$ cat src/rtl/seq_alu.sv
// Sequential ALU: single-cycle add/sub/logic/shift/pass-through ops and a
// multi-cycle unsigned shift-add multiplier. All results are registered and
// announced by a one-cycle done pulse.
module seq_alu #(
  parameter int WIDTH = 8
) (
  input  logic             clk,
  input  logic             rst,
  input  logic             start,
  input  logic             m,
  input  logic [3:0]       s,
  input  logic [WIDTH-1:0] a,
  input  logic [WIDTH-1:0] b,
  output logic [WIDTH-1:0] t,
  output logic [WIDTH-1:0] th,
  output logic             cf,
  output logic             zf,
  output logic             busy,
  output logic             done
);

  localparam int CW = $clog2(WIDTH) + 1;

  typedef enum logic {IDLE, MUL} state_t;

  state_t              state;
  state_t              state_next;
  logic [CW-1:0]       cnt;
  logic [WIDTH-1:0]    op_a;
  logic [2*WIDTH-1:0]  prod;
  logic [2*WIDTH-1:0]  prod_next;
  logic [WIDTH:0]      upper_sum;
  logic                is_mul;
  logic                last_iter;

  // single-cycle result, computed straight from the inputs at the accepting edge
  logic [WIDTH-1:0]    r_t;
  logic                r_cf;
  logic                r_zf;
  logic                r_keep;
  logic [WIDTH:0]      sum;

  assign is_mul    = m && (s == 4'b0011);
  assign last_iter = (state == MUL) && (cnt == CW'(WIDTH - 1));
  assign busy      = (state == MUL);

  // Saturating nothing here: arithmetic wraps in t, the extra bit is the carry.
  function automatic logic [WIDTH:0] add3(input logic [WIDTH-1:0] x,
                                          input logic [WIDTH-1:0] y,
                                          input logic             ci);
    return {1'b0, x} + {1'b0, y} + {{WIDTH{1'b0}}, ci};
  endfunction

  // FSM state register
  always_ff @(posedge clk or posedge rst) begin
    if (rst) state <= IDLE;
    else     state <= state_next;
  end

  // FSM next-state: enter MUL on an accepted multiply, leave after the last iteration
  always_comb begin
    state_next = state;
    case (state)
      IDLE: if (start && is_mul) state_next = MUL;
      MUL:  if (last_iter)       state_next = IDLE;
      default: state_next = IDLE;
    endcase
  end

  // One shift-add step: add the multiplicand into the upper half when the
  // current multiplier bit is set, then shift the whole product right.
  always_comb begin
    upper_sum = {1'b0, prod[2*WIDTH-1:WIDTH]} + (prod[0] ? {1'b0, op_a} : '0);
    prod_next = {upper_sum, prod[WIDTH-1:1]};
  end

  // Single-cycle op decode; r_keep marks pass-through ops that leave cf/zf alone
  always_comb begin
    r_t    = '0;
    r_cf   = 1'b0;
    r_zf   = 1'b0;
    r_keep = 1'b0;
    sum    = '0;
    if (m) begin
      case (s)
        4'b1001: begin sum = add3(a, b, 1'b0); r_t = sum[WIDTH-1:0]; r_cf = sum[WIDTH]; end
        4'b1000: begin sum = add3(a, b, cf);   r_t = sum[WIDTH-1:0]; r_cf = sum[WIDTH]; end
        4'b0110: begin sum = {1'b0, b} - {1'b0, a}; r_t = sum[WIDTH-1:0]; r_cf = sum[WIDTH]; end
        4'b1011: r_t = a & b;
        4'b0101: r_t = ~b;
        4'b1110: begin r_t = {b[WIDTH-2:0], 1'b0}; r_cf = b[WIDTH-1]; end
        4'b1101: begin r_t = {1'b0, b[WIDTH-1:1]}; r_cf = b[0]; end
        default: ;
      endcase
      case (s)
        4'b1001, 4'b1000, 4'b0110, 4'b1011,
        4'b0101, 4'b1110, 4'b1101: r_zf = (r_t == '0);
        default: r_zf = 1'b0;
      endcase
    end else begin
      case (s)
        4'b1010:          begin r_t = b; r_keep = 1'b1; end
        4'b1100, 4'b0100: begin r_t = a; r_keep = 1'b1; end
        default: ;
      endcase
    end
  end

  // Datapath and result registers; a reset mid-multiply discards the op silently
  always_ff @(posedge clk or posedge rst) begin
    if (rst) begin
      t    <= '0;
      th   <= '0;
      cf   <= 1'b0;
      zf   <= 1'b0;
      done <= 1'b0;
      cnt  <= '0;
      op_a <= '0;
      prod <= '0;
    end else begin
      done <= 1'b0;
      case (state)
        IDLE: begin
          if (start) begin
            if (is_mul) begin
              op_a <= a;
              prod <= {{WIDTH{1'b0}}, b};
              cnt  <= '0;
            end else begin
              t    <= r_t;
              th   <= '0;
              done <= 1'b1;
              if (!r_keep) begin
                cf <= r_cf;
                zf <= r_zf;
              end
            end
          end
        end
        MUL: begin
          prod <= prod_next;
          cnt  <= cnt + 1'b1;
          if (last_iter) begin
            t    <= prod_next[WIDTH-1:0];
            th   <= prod_next[2*WIDTH-1:WIDTH];
            cf   <= |prod_next[2*WIDTH-1:WIDTH];
            zf   <= (prod_next == '0);
            done <= 1'b1;
          end
        end
        default: ;
      endcase
    end
  end

endmodule

$ cat config.mk
export PLATFORM = sky130hd
export DESIGN_NAME = seq_alu
export DESIGN_NICKNAME = d
export VERILOG_FILES = /design/src/rtl/seq_alu.sv
export SDC_FILE = /design/constraint.sdc
export NUM_CORES = 1
export LEC_CHECK = 0
export CORE_MARGIN = 2
export CORE_UTILIZATION = 59
export CTS_BUF_LIST = sky130_fd_sc_hd__clkbuf_4
export CTS_CLUSTER_SIZE = 20
export DETAILED_ROUTE_END_ITERATION = 8
export GPL_TIMING_DRIVEN = 0
export PLACE_DENSITY = 0.83
export SLEW_MARGIN = 20
export SYNTH_ARGS = -nofsm -noshare
export SYNTH_HDL_FRONTEND = slang
export SYNTH_SLANG_ARGS = --single-unit
$ cat constraint.sdc
create_clock -name clk -period 3.9 [get_ports clk]
set_input_delay 0.78 -clock clk [delete_from_list [all_inputs] [get_ports clk]]
set_output_delay 0.78 -clock clk [all_outputs]
set_load 0.01 [all_outputs]
# Word level (Yosys, flattened, before mapping)
# Cells that the tools add are included.
# word_totals
register_bits	48
word_cells	89
# op_classes
reduce_logical	13
muxes	42
addsub	5
n_bitwise	3
n_eq_ne	17
# op_table
operator	count
two-way mux 8 bit	9
one-hot mux 8 bit (7 select lines)	1
one-hot mux 8 bit (2 select lines)	3
two-way mux 16 bit	2
one-hot mux 16 bit (2 select lines)	1
equality test 4 bit, second input constant	7
adder 8 x 8 -> 9 bit	2
two-way mux 1 bit	18
equality test 4 x 3 -> 1 bit, second input constant	4
logical NOT 16 bit	1
adder 9 x 1 -> 9 bit	1
subtractor 8 x 8 -> 9 bit	1
AND 8 bit	1
logical NOT 8 bit	1
two-way mux 4 bit	2
inequality test 2 bit, second input constant	4
NOT 8 bit	1
one-hot mux 1 bit (2 select lines)	4
one-hot mux 4 bit (2 select lines)	1
OR reduction 8 bit	1
OR reduction 7 bit	1
AND reduction 3 bit	2
one-hot mux 1 bit (5 select lines)	1
adder 4 x 1 -> 4 bit, second input constant	1
other kinds (8)	10

# Depth between registers and ports, before layout
# Gate-level depths: netlist (run 1).
# logic_depth
ltp_word	11
ltp_mapped	12
depth_no_buf	12

# Least setup slack after synthesis (run 1)
# OpenSTA, ideal clock, no wires.
# synth_path
path_type	input -> register
start	in a[0]
end	reg zf
t_arrival_ps	3306
path_stages	9
setup_time_ps	64
t_required_ps	3836
setup_slack_ps	530
path_cell_list	ha_1 fa_1 ha_1 xor2_1 a221o_1 a211o_1 or4_1 nor4_1 a21o_1
# synth_between
elab_chain_len	11
word_cells_on_any_way	13
# synth_lines
item	line	rtl
start: declaration	12	input logic [WIDTH-1:0] a,
adder 8 x 8 -> 9 bit	51	return {1'b0, x} + {1'b0, y} + {{WIDTH{1'b0}}, ci};
adder 9 x 1 -> 9 bit	51	
one-hot mux 8 bit (7 select lines) *	85	case (s)
two-way mux 8 bit *	84	if (m) begin
logical NOT 8 bit *	97	4'b0101, 4'b1110, 4'b1101: r_zf = (r_t == '0);
two-way mux 1 bit *	95	case (s)
two-way mux 1 bit *	84	
two-way mux 1 bit *	133	if (!r_keep) begin
two-way mux 1 bit *	125	if (is_mul) begin
two-way mux 1 bit *	124	if (start) begin
one-hot mux 1 bit (2 select lines) *	122	case (state)
end signal: assignment	135	zf <= r_zf;
end signal: assignment	147	zf <= (prod_next == '0);
end: declaration	17	output logic zf,
# Every way passes the cells marked *; elsewhere a longest branch is shown, timed or not. The select of a mux whose other input is x is not followed.
# A chain may end at the register's enable or synchronous reset.

# Final worst setup path (run 1)
# layout_path
start	in a[1]
end	reg cf
# layout_between
elab_chain_len	8
word_cells_on_any_way	9
# layout_lines
item	line	rtl
adder 8 x 8 -> 9 bit	51	
adder 9 x 1 -> 9 bit	51	
one-hot mux 1 bit (5 select lines) *	85	
two-way mux 1 bit *	84	
two-way mux 1 bit *	133	
two-way mux 1 bit *	125	
two-way mux 1 bit *	124	
one-hot mux 1 bit (2 select lines) *	122	
end signal: assignment	134	cf <= r_cf;
end signal: assignment	146	cf <= |prod_next[2*WIDTH-1:WIDTH];
end: declaration	16	output logic cf,
# Marks and branches as above.

==> results of run 1 <==
[cells by family (layout without fill, tap and decap cells)]
kind of cell    after synthesis  after routing
buf+inv                      44             94
flops                        48             48
mux                          19             19
simple gates                169            169
xor+xnor                     17             17
compound gates              142            142
fa+ha+maj                    30             30
[flip-flops by register name, summed over array words and instances, names as in the netlist]
register  flops
prod         16
op_a          8
t             8
th            8
cnt           4
busy          1
cf            1
done          1
zf            1
[worst min path at each step]
stage                     slack [ns]  startpoint  depth (start not counted)      end
after global routing            0.53     op_a[0]                          1  op_a[0]
after detailed placement        0.46       th[1]                          2    th[1]
after floorplan                 0.45      cnt[3]                          1   cnt[3]
after CTS                       0.49       th[1]                          2    th[1]
after global placement          0.46       th[1]                          2    th[1]
final                           0.48       th[1]                          2    th[1]
[worst max-delay path: cells and delay by family]
kind,cells,cell delay (ns)
AO/OA/AOI/OAI,3,0.88
XOR/XNOR,2,0.51
adder cells (fa/ha/maj),1,0.32
buffers and inverters,2,0.78
AND/OR/NAND/NOR,3,0.73
[cell usage in the layout, fill, tap and decap left out, types with 4 or more instances in the layout]
| master | count |
|---|---|
| a21oi_1 | 32 |
| nor4_1 | 4 |
| a221oi_1 | 6 |
| clkdlybuf4s50_1 | 38 |
| xnor2_1 | 11 |
| o31a_1 | 4 |
| o21a_1 | 6 |
| nand2b_1 | 7 |
| a21o_1 | 7 |
| xor2_1 | 6 |
| a211o_1 | 4 |
| ha_1 | 26 |
| nor3_1 | 14 |
| dfrtp_1 | 48 |
| a211oi_1 | 7 |
| clkbuf_1 | 8 |
| nor2_1 | 37 |
| buf_1 | 5 |
| o21ai_0 | 29 |
| nand3_1 | 10 |
| nor4b_1 | 4 |
| a22o_1 | 11 |
| buf_2 | 5 |
| mux2_2 | 9 |
| mux2i_1 | 10 |
| nor2b_1 | 7 |
| nand2_1 | 55 |
| inv_1 | 21 |
| clkbuf_4 | 5 |
| and2_1 | 9 |
| a222oi_1 | 6 |
| o22ai_1 | 4 |
[per-stage QoR]
stage               TNS [ns]  instance area (um2)  setup slack, ns  util (%)
floorplan                  0                 3970            0.530         -
global placement      -0.457                 4480           -0.361      69.7
detailed placement    -0.548                 4500           -0.339      70.0
CTS                        0                 4550           0.0289      70.9
global route               0                 4570          0.00148      71.2
finish                     0                 4570            0.210      71.2
[where the power goes]
group	switching [mW]	internal, mW
Sequential	0.156	0.690
Clock	0.161	0.0681
Combinational	0.680	0.524
[area by class of cell]
class | count | area [um2] | area share, %
well taps | 77 | 96.3 | 2.11
multi-input cells | 377 | 2590 | 56.6
clock buffers | 5 | 37.5 | 0.821
repair buffers | 42 | 438 | 9.58
clock inverters | 3 | 18.8 | 0.411
inverters | 23 | 86.3 | 1.89
plain buffers | 21 | 108 | 2.35
flip-flops and latches | 48 | 1200 | 26.3
[repair_timing]
action                     in CTS  in global routing
gates resized for setup         0                  4
hold buffers                    0                  0
setup endpoints to repair       0                  2
[per-layer routing]
metal  vias to the layer above  share of wire, %  global-route usage, %
met5                         -                 0                      0
met4                         0               4.4                   16.3
met3                        39               6.1                   3.18
met2                       185                50                   57.9
met1                      1871                39                   38.1
li1                       1822                 -                      -
==> results.md, run 1 <==
* Outcome: complete, no violations
* Dominant cell by count in the synthesized netlist: nand2_1
* Deepest clock path buffer count at 2
* Floorplan Core Area at between 0.006 and 0.007 mm2
* Period utilization at a little over nine tenths
* Largest vdd supply drop at roughly 0.25 mV
* TritonCTS clock tree: yes
* Multiplexer area fraction after synthesis at just over 5%
* Fill count at about 530
* Area share of the largest cell type after synthesis at slightly above 30%
* Standard cell with the maximum stage delay on the critical path: clkdlybuf4s50_1
* Destination of the worst register-to-register timing path: cf
* RSZ-0062 raised after global routing: false
* Synth Cell Area at about 0.004 mm2
* Clock Tree Root: clkbuf_4
* Cells traversed along the worst timing path: clkdlybuf4s50_1, inv_1, ha_1, nand2b_1, a2111oi_0, o21ai_0, xnor2_1, nor4b_1, xor2_1, nand3_1, a41oi_1
* Cell count after placement at 588
* Horizontal die dimension at 86.0 um
* Placer's final routability congestion estimate at ~0.94
* Synth Area in Simple Gates at 21.3%
* Routed WL per cell at approximately 20 um
* Mean number of vias per cell at 6.57
* Number of max-slew violations in the final report at 0
* Overall global routing resource usage at between 30 and 40%
* Number of nets produced by synthesis at around 520
* Power per standard cell area at 499 mW/mm2
* Number of global-route vias before repair at roughly 3800
* Depth of the CTS H-tree at 2
* Layout overhead on the synthesized area at 15.2%
* Worst hold slack across all endpoints at just under 0.5 ns
* Critical setup path kind: in2reg
* Remaining number of nets flagged by the antenna check after routing at 0
* Starting density of the core at a little over 60%
* Post-synthesis xor/xnor area fraction at about 3.8%
* Number of antenna violations at the first check in global routing at 0
* Num CTS Buffers at 5
* FF-to-FF setup slack at ~0.80 ns
* Clock transition at the register clock pins on the worst setup and hold paths after CTS at roughly 0.14 ns
* Avg Inst Size Synth at roughly 8.5 um2
* Count of mapped cells out of synthesis at roughly 470
* Number of synthesized flops with an enable pin at 0
* Global-route wire length before repair at between 15000 and 20000 um
* Antenna diode instance count at 0
* Dominant synthesized flop cell: dfrtp_1
* # clock sinks at 48
* Routed vias at between 3000 and 4000
* Die height at ~86 um
* Worst Clk Skew at 0.0228 ns
* Port Buffer Count at 41
* Detailed Routing Iterations Pass 1 at 5
* Row cnt at 29
* Synthesized-area fraction occupied by ao, oa, aoi and oai cells at roughly 25%
* Share of the yosys chip area belonging to registers at between 30% and 40%
* Clock network latency to the later pin of the worst-skew pair at about 0.38 ns
* I/O pins at 44
* Fmax achieved at about 270 MHz
* Most area-hungry cell type in the Yosys netlist: dfrtp_1
* Time the final worst path needs with I/O delays and setup at ~3.7 ns
* Maximum number of pins on one net before global-route repair at 35
* Die Area at 0.00740 mm2
* Non-filler instance count after layout at around 600
* Relative slew slack at between 40% and 50%
* Total setup violations reported at the end of the flow at 0
* Synthesis Warnings at 0
* Setup crit start: a[1]
* Commonest cells post-synth: 55 x nand2_1, 48 x dfrtp_1, 37 x nor2_1
* Reg-to-reg startpoint: prod[0]
* Hpwl dp at between 9000 and 10000 um
* First-iteration detailed-routing DRC count at roughly 340
* Register-to-Register Path Depth at 11
* Async S/R FF share, synth at 100%
* Worst Path Arrival at a little under 4 ns
* Post-CTS Repair Setup Buffers at 0
* Total wire length after detailed routing at 11900 um
* Worst-path maximum fanout at 5
* Total chip power at approximately 2.3 mW
* Fraction of the mapped netlist area in adder cells at between 10% and 20%
* Worst Setup EP: cf
* Required arrival time at the worst endpoint at 4.19 ns
* Leakage power at 2.07 nW
* Count of endpoints failing hold in the final timing report at 0
* Final nets at approximately 570
* Combinational family with the most area after synthesis: compound AO/OA/AOI/OAI gates
* Min-delay worst type: reg2reg
* Ratio of cells with drive above 1 in the final layout at between 6 and 7%
* Leading post-synthesis cells by cell area: dfrtp_1 30%, ha_1 8.5%, nand2_1 5.2%
* Crit path capture type: register
* Final routed DRC violation total at 0
* Crit path largest cell delay at about 0.64 ns
* Flip-flop and latch count after synthesis at 48
* Number of max-cap violations at 0
* Startpoint kind of the worst setup timing path: primary input
* Remaining global-route overflow at 0
* Unique masters post-synth at between 60 and 70
* Actual transition at the worst max-transition pin at around 0.9 ns
No activity file was read; power rests on OpenSTA's default activity.
==> run 2, diff against run 1 <==
--- a/config.mk
+++ b/config.mk
@@ -5,6 +5,7 @@
 export SDC_FILE = /design/constraint.sdc
 export NUM_CORES = 1
 export LEC_CHECK = 0
+export CAP_MARGIN = 20
 export CORE_MARGIN = 2
 export CORE_UTILIZATION = 59
 export CTS_BUF_LIST = sky130_fd_sc_hd__clkbuf_4
==> results of run 2 <==
Same layout as run 1: the final DEF is identical, and so are final timing and power.
==> run 3, diff against run 2 <==
==> constraint.sdc (replaced) <==
create_clock -name clk -period 3.6 [get_ports clk]
set_input_delay 0.72 -clock clk [delete_from_list [all_inputs] [get_ports clk]]
set_output_delay 0.72 -clock clk [all_outputs]
set_load 0.01 [all_outputs]
==> run 3 against run 2 <==
Effect of this change:
- via count grew 0.71%
- critical path type unchanged
- combinational power up 9%
- total power up 8.5%
- worst hold slack worse by 0.0011 ns
- largest power group unchanged
- final area rose by 0.22%
- non-clock buffer count grew 1
- clock skew decreased by 0.0024 ns
- clock power is 8% higher
- critical endpoint is now zf
- cell count up 0.17%
==> results.md, run 3 (synthesized netlist as in run 1, its figures left out) <==
* Pre-CTS worst setup slack at -0.579 ns (-0.240 ns)
* Largest register FFs at 16 (unchanged)
* Fmax achieved at around 290 MHz
* Destination of the worst register-to-register timing path: cf
* Die Area at 0.00740 mm2 (unchanged)
* Time the final worst path needs with I/O delays and setup at 3.50 ns
* Hpwl dp at 9270 um (unchanged)
* Switching power of the nets at 1.08 mW (+8.4%)
* # clock sinks at 48 (unchanged)
* Count of endpoints failing hold in the final timing report at 0 (unchanged)
* TritonCTS clock tree: yes
* Depth of the CTS H-tree at 2 (unchanged)
* Worst Path Arrival at 3.81 ns (-0.17 ns)
* FF-to-FF setup slack at 0.53 ns (-0.27 ns)
* Number of max-cap violations at 0 (unchanged)
* Mean number of vias per cell at 6.61 (+0.55%)
* Deepest clock path buffer count at 2 (unchanged)
* Actual transition at the worst max-transition pin at 0.888 ns (-0.0102 ns)
* Crit path largest cell delay at 0.53 ns (-0.11 ns)
* Outcome: complete, no violations
* Detailed Routing Iterations Pass 1 at 6 (+1)
* Die height at 86.0 um (unchanged)
* Num CTS Buffers at 5 (unchanged)
* Register with the most flip-flops: prod
* Register-to-Register Path Depth at 11 (unchanged)
* Layout overhead on the synthesized area at 15.4%
* Post-route cell area at 0.00458 mm2 (+0.22%)
* Critical setup path kind: in2reg
* Total setup violations reported at the end of the flow at 0 (unchanged)
* Commonest non-fill, non-tap cells in the layout: 55 x nand2_1, 48 x dfrtp_1, 37 x nor2_1, 37 x clkdlybuf4s50_1, 32 x a21oi_1
* RSZ-0062 raised after global routing: false
* Final routed DRC violation total at 0 (unchanged)
* Number of global-route vias before repair at 3802 (-0.11%)
* Leakage power at 2.06 nW (-0.42%)
* Period utilization at 97.2%
* Port Buffer Count at 41 (unchanged)
* Setup crit start: a[0]
* Horizontal die dimension at 86.0 um (unchanged)
* Clock transition at the register clock pins on the worst setup and hold paths after CTS at 0.14 ns (about the same)
* Placer's final routability congestion estimate at 0.944 (unchanged)
* Routed vias at 3945 (+0.71%)
* Relative slew slack at 40.8% (+0.68 points)
* Min-delay worst type: reg2reg
* Share of power burned in combinational logic at 53.0% (+0.2 points)
* Floorplan Core Area at 0.00642 mm2 (unchanged)
* Maximum number of pins on one net before global-route repair at 35 (unchanged)
* First-iteration detailed-routing DRC count at 317 (-5.7%)
* Power per standard cell area at 540 mW/mm2 (+8.3%)
* Remaining number of nets flagged by the antenna check after routing at 0 (unchanged)
* Row cnt at 29 (unchanged)
* Clock group share of total power at 10.0% (about the same)
* Ratio of cells with drive above 1 in the final layout at 7.88% (+1.1 points)
* Total wire length after detailed routing at 11900 um (about the same)
* Standard cell with the maximum stage delay on the critical path: or4_1
* Number of max-slew violations in the final report at 0 (unchanged)
* Required arrival time at the worst endpoint at 3.92 ns (-0.27 ns)
* Kind of cell adding the most delay to the critical path: adder cells
* Clock Tree Root: clkbuf_4
* Number of antenna violations at the first check in global routing at 0 (unchanged)
* Overall global routing resource usage at 32.3% (+0.040 points)
* Hold Startpoint: th[1]
* Util after Layout at 71.3% (+0.16 points)
* Crit path capture type: register
* Global-route wire length before repair at 18500 um (+0.11%)
* Worst Clk Skew at 0.0204 ns (-0.00238 ns)
* Count of buffer and inverter cells on the critical path at 1 (-1)
* I/O pins at 44 (unchanged)
* Worst-path maximum fanout at 4 (-1)
* Startpoint kind of the worst setup timing path: primary input
* Reg-to-reg startpoint: prod[0]
* Largest vdd supply drop at 0.270 mV (+8.2%)
* Sum Neg Setup Slack at 0 ns (unchanged)
* Switching share of total power at 43.7% (about the same)
* Routed WL per cell at 19.9 um (-0.15%)
* Total cell area at the placement stage at 0.00450 mm2 (unchanged)
* Cells traversed along the worst timing path: dlygate4sd2_1, ha_2, fa_1, ha_1, xor2_1, a221o_1, a211o_1, or4_1, nor4_1, a21o_1
* Smallest setup slack after layout at 0.102 ns (-0.108 ns)
* Number of hold buffers added after cts at 0 (unchanged)
* Remaining global-route overflow at 0 (unchanged)
* Worst hold slack across all endpoints at 0.481 ns (-0.00106 ns)
* Most common cell after layout, fill and taps aside: nand2_1
* Clock network latency to the later pin of the worst-skew pair at 0.38 ns (about the same)
* Internal Dissipation at 1.39 mW (+8.6%)
* Worst Setup EP: zf
* Starting density of the core at 61.8% (unchanged)
* Number of cells on the critical path at 10 (-1)
* Final nets at 573 (+0.17%)
* Antenna diode instance count at 0 (unchanged)
* Part of the total power dissipated in sequential elements at 37.0% (about the same)
run 3: worst min path at each step:
stage,end,slack (ns),cells past startpoint
2_1_floorplan,cnt[3],0.45,1
3_3_place_gp,th[1],0.46,2
3_5_place_dp,th[1],0.46,2
4_1_cts,th[1],0.49,2
5_1_grt,op_a[0],0.53,1
6_report,th[1],0.48,2
run 3: tightest hold or removal path, cell delays in order (launching register included):
cell     delay (ns)
dfrtp_1        0.37
nand2_1        0.05
nand2_1        0.05
run 3: final cells by class:
cell class	instances	area, um2
well taps	77	96.3
flip-flops and latches	48	1200
clock inverters	3	18.8
inverters	23	86.3
repair buffers	43	429
plain buffers	21	108
multi-input cells	377	2610
clock buffers	5	37.5
fillers	527	1840
run 3: through the flow:
stage                     std cells  total power [mW]
after floorplan                 469              1.68
after global placement          587              2.13
after detailed placement        588              2.20
after CTS                       596              2.45
after global routing            597              2.64
final                           597              2.47
run 3: metal layers:
layer	part of all wire [%]	vias up	GRT usage, %
met5	0	-	0
met4	4.7	0	16.3
met3	7.1	47	3.18
met2	49	203	57.9
met1	39	1867	38.2
li1	-	1828	-
run 3: power by group through the flow:
| stage | Clock (mW) | Sequential (mW) | Combinational (mW) |
|---|---|---|---|
| 2_1_floorplan | 0 | 0.922 | 0.760 |
| 3_3_place_gp | 0 | 0.910 | 1.22 |
| 3_5_place_dp | 0 | 0.924 | 1.28 |
| 4_1_cts | 0.251 | 0.912 | 1.29 |
| 5_1_grt | 0.272 | 0.938 | 1.43 |
| 6_report | 0.247 | 0.916 | 1.31 |
run 3: repair_timing:
action / CTS / global route
endpoints found under the setup margin: 2 / 3
pin swaps: 0 / 1
resized for setup: 5 / 9
setup buffers: 0 / 1
==> RTL change, RTL diff (settings of run 2) <==
Remove the case item `4'b0110` of the case on `s`.
--- a/src/rtl/seq_alu.sv
+++ b/src/rtl/seq_alu.sv
@@ -85,7 +85,6 @@
       case (s)
         4'b1001: begin sum = add3(a, b, 1'b0); r_t = sum[WIDTH-1:0]; r_cf = sum[WIDTH]; end
         4'b1000: begin sum = add3(a, b, cf);   r_t = sum[WIDTH-1:0]; r_cf = sum[WIDTH]; end
-        4'b0110: begin sum = {1'b0, b} - {1'b0, a}; r_t = sum[WIDTH-1:0]; r_cf = sum[WIDTH]; end
         4'b1011: r_t = a & b;
         4'b0101: r_t = ~b;
         4'b1110: begin r_t = {b[WIDTH-2:0], 1'b0}; r_cf = b[WIDTH-1]; end
Function: changed (a bounded check fails within 4 cycles, from zero or initial values and one cycle with rst high).
==> RTL change against run 2 <==
Wire length fell by 18%. Sequential cell count unchanged. Combinational power is 16% lower. Global-route usage shrank 1.0 points. Clock skew fell by 0.0092 ns. Worst hold slack better by 0.0077 ns. Total power is 10% lower. Worst setup slack got worse by 0.015 ns. Synthesized area is 11% lower. Critical path depth is 1 higher. Design area down 10%. Highest routed layer unchanged.
==> RTL change: results (changes against run 2) <==
----------------------------------------------------
[Power]
  Seq pwr share ... 39.2% (was 37.1%)
  Clock power share ... 11.5% (was 10.1%)
  Net switching share of the total power ... 41.6% (was 43.8%)
  P per Cell Area ... 496 nW/um^2 (was 499 nW/um^2)
  Worst VDD drop ... 417 uV (was 250 uV)

[Synth]
  Cells after synthesis ... 398 (was 469)
  Most instantiated flip-flop cell in the synthesis netlist ... sky130_fd_sc_hd__dfrtp_1 (unchanged)
  Sequential cell area fraction in the yosys report ... 34.1% (was 30.3%)
  Post-synthesis cell type count ... 64 (was 61)
  Synth cell count leaders ... sky130_fd_sc_hd__nand2_1, sky130_fd_sc_hd__dfrtp_1, sky130_fd_sc_hd__nor2_1, sky130_fd_sc_hd__o21ai_0, sky130_fd_sc_hd__a21oi_1 (was sky130_fd_sc_hd__nand2_1, sky130_fd_sc_hd__dfrtp_1, sky130_fd_sc_hd__nor2_1, sky130_fd_sc_hd__a21oi_1, sky130_fd_sc_hd__o21ai_0)
  Post-Synthesis Net Count ... 443 (was 523)
  Top cells by area, synth ... sky130_fd_sc_hd__dfrtp_1, sky130_fd_sc_hd__ha_1, sky130_fd_sc_hd__nand2_1, sky130_fd_sc_hd__o21ai_0, sky130_fd_sc_hd__nor2_1 (was sky130_fd_sc_hd__dfrtp_1, sky130_fd_sc_hd__ha_1, sky130_fd_sc_hd__nand2_1, sky130_fd_sc_hd__a21oi_1, sky130_fd_sc_hd__o21ai_0)

[Min path]
  Worst hold path endpoint ... th[1] (unchanged)
  Worst hold stages ... 2 (unchanged)

[Timing]
  Clock period minus final worst setup slack ... 3.71 ns (was 3.69 ns)
  Hold Worst Slack ... 0.490 ns (was 0.482 ns)
  Setup clock skew after layout ... 0.0136 ns (was 0.0228 ns)
  Actual transition at the worst max-transition pin ... 0.660 ns (was 0.898 ns)

[Setup path]
  Critical Path Source ... b[0] (was a[1])
  Largest delay contributor family on the critical path ... simple AND/OR/NAND/NOR gates (was compound AO/OA/AOI/OAI gates)
  Slack of the worst reg-to-reg path ... 0.68 ns (was 0.80 ns)
  Maximum fanout along the worst path ... 6 (was 5)
  Critical Path Sink ... zf (was cf)
  CP Data Arrival Time ... 3.95 ns (was 3.98 ns)

[Routing]
  First-pass iteration count of the detailed router ... 5 (unchanged)
  Routed wirelength normalized by instance count ... 18.5 microns (was 19.9 microns)
  Starting DRC count in detailed routing ... 300 (was 336)
  Vias post-DR ... 3350 (was 3917)

[Placement]
  Dpl ws ... -0.231 ns (was -0.339 ns)
  Cells after DPL ... 516 (was 588)
  Cell area reported after detailed placement ... 4050 sq um (was 4500 sq um)
  Number of I/O port buffers ... 42 (was 41)
  HPWL reported at the end of detailed placement ... 7.50 mm (was 9.27 mm)
  Last weighted congestion value of the routability-driven placer ... 0.934 (was 0.944)

[Global route]
  Vias in the first global route ... 3268 (was 3806)
  Total GRT Usage ... 31.2% (was 32.3%)
  First-pass GRT wire length ... 15.8 mm (was 18.5 mm)

[Layout]
  Final nets ... 493 (was 572)
  Proportion of layout cells with a drive suffix above 1 ... 9.13% (was 6.74%)

[Status]
  Status ... completed (unchanged)

----------------------------------------------------
RTL change: routing by layer:
metal | GRT usage (%) | part of all wire, % | up-vias
met2 | 51.0 | 46 | 170
met1 | 42.3 | 44 | 1574
met4 | 11.9 | 2.8 | 0
met3 | 4.00 | 7.0 | 31
li1 | - | - | 1575
met5 | 0 | 0 | -
RTL change: cell families (layout without fill, tap and decap cells):
logic type / after synthesis / in the layout / share of synthesized area (%)
compound gates: 123 / 123 / 24.1
xor+xnor: 13 / 13 / 3.24
fa+ha+maj: 21 / 21 / 7.89
buf+inv: 28 / 79 / 4.23
flops: 48 / 48 / 34.1
mux: 16 / 16 / 4.84
simple gates: 149 / 149 / 21.6
RTL change: area by class of cell:
class,count,area (sq um)
plain buffers,19,115
clock buffers,5,37.5
clock inverters,3,18.8
fillers,488,1730
inverters,9,33.8
multi-input cells,322,2180
flip-flops and latches,48,1200
well taps,75,93.8
repair buffers,43,440
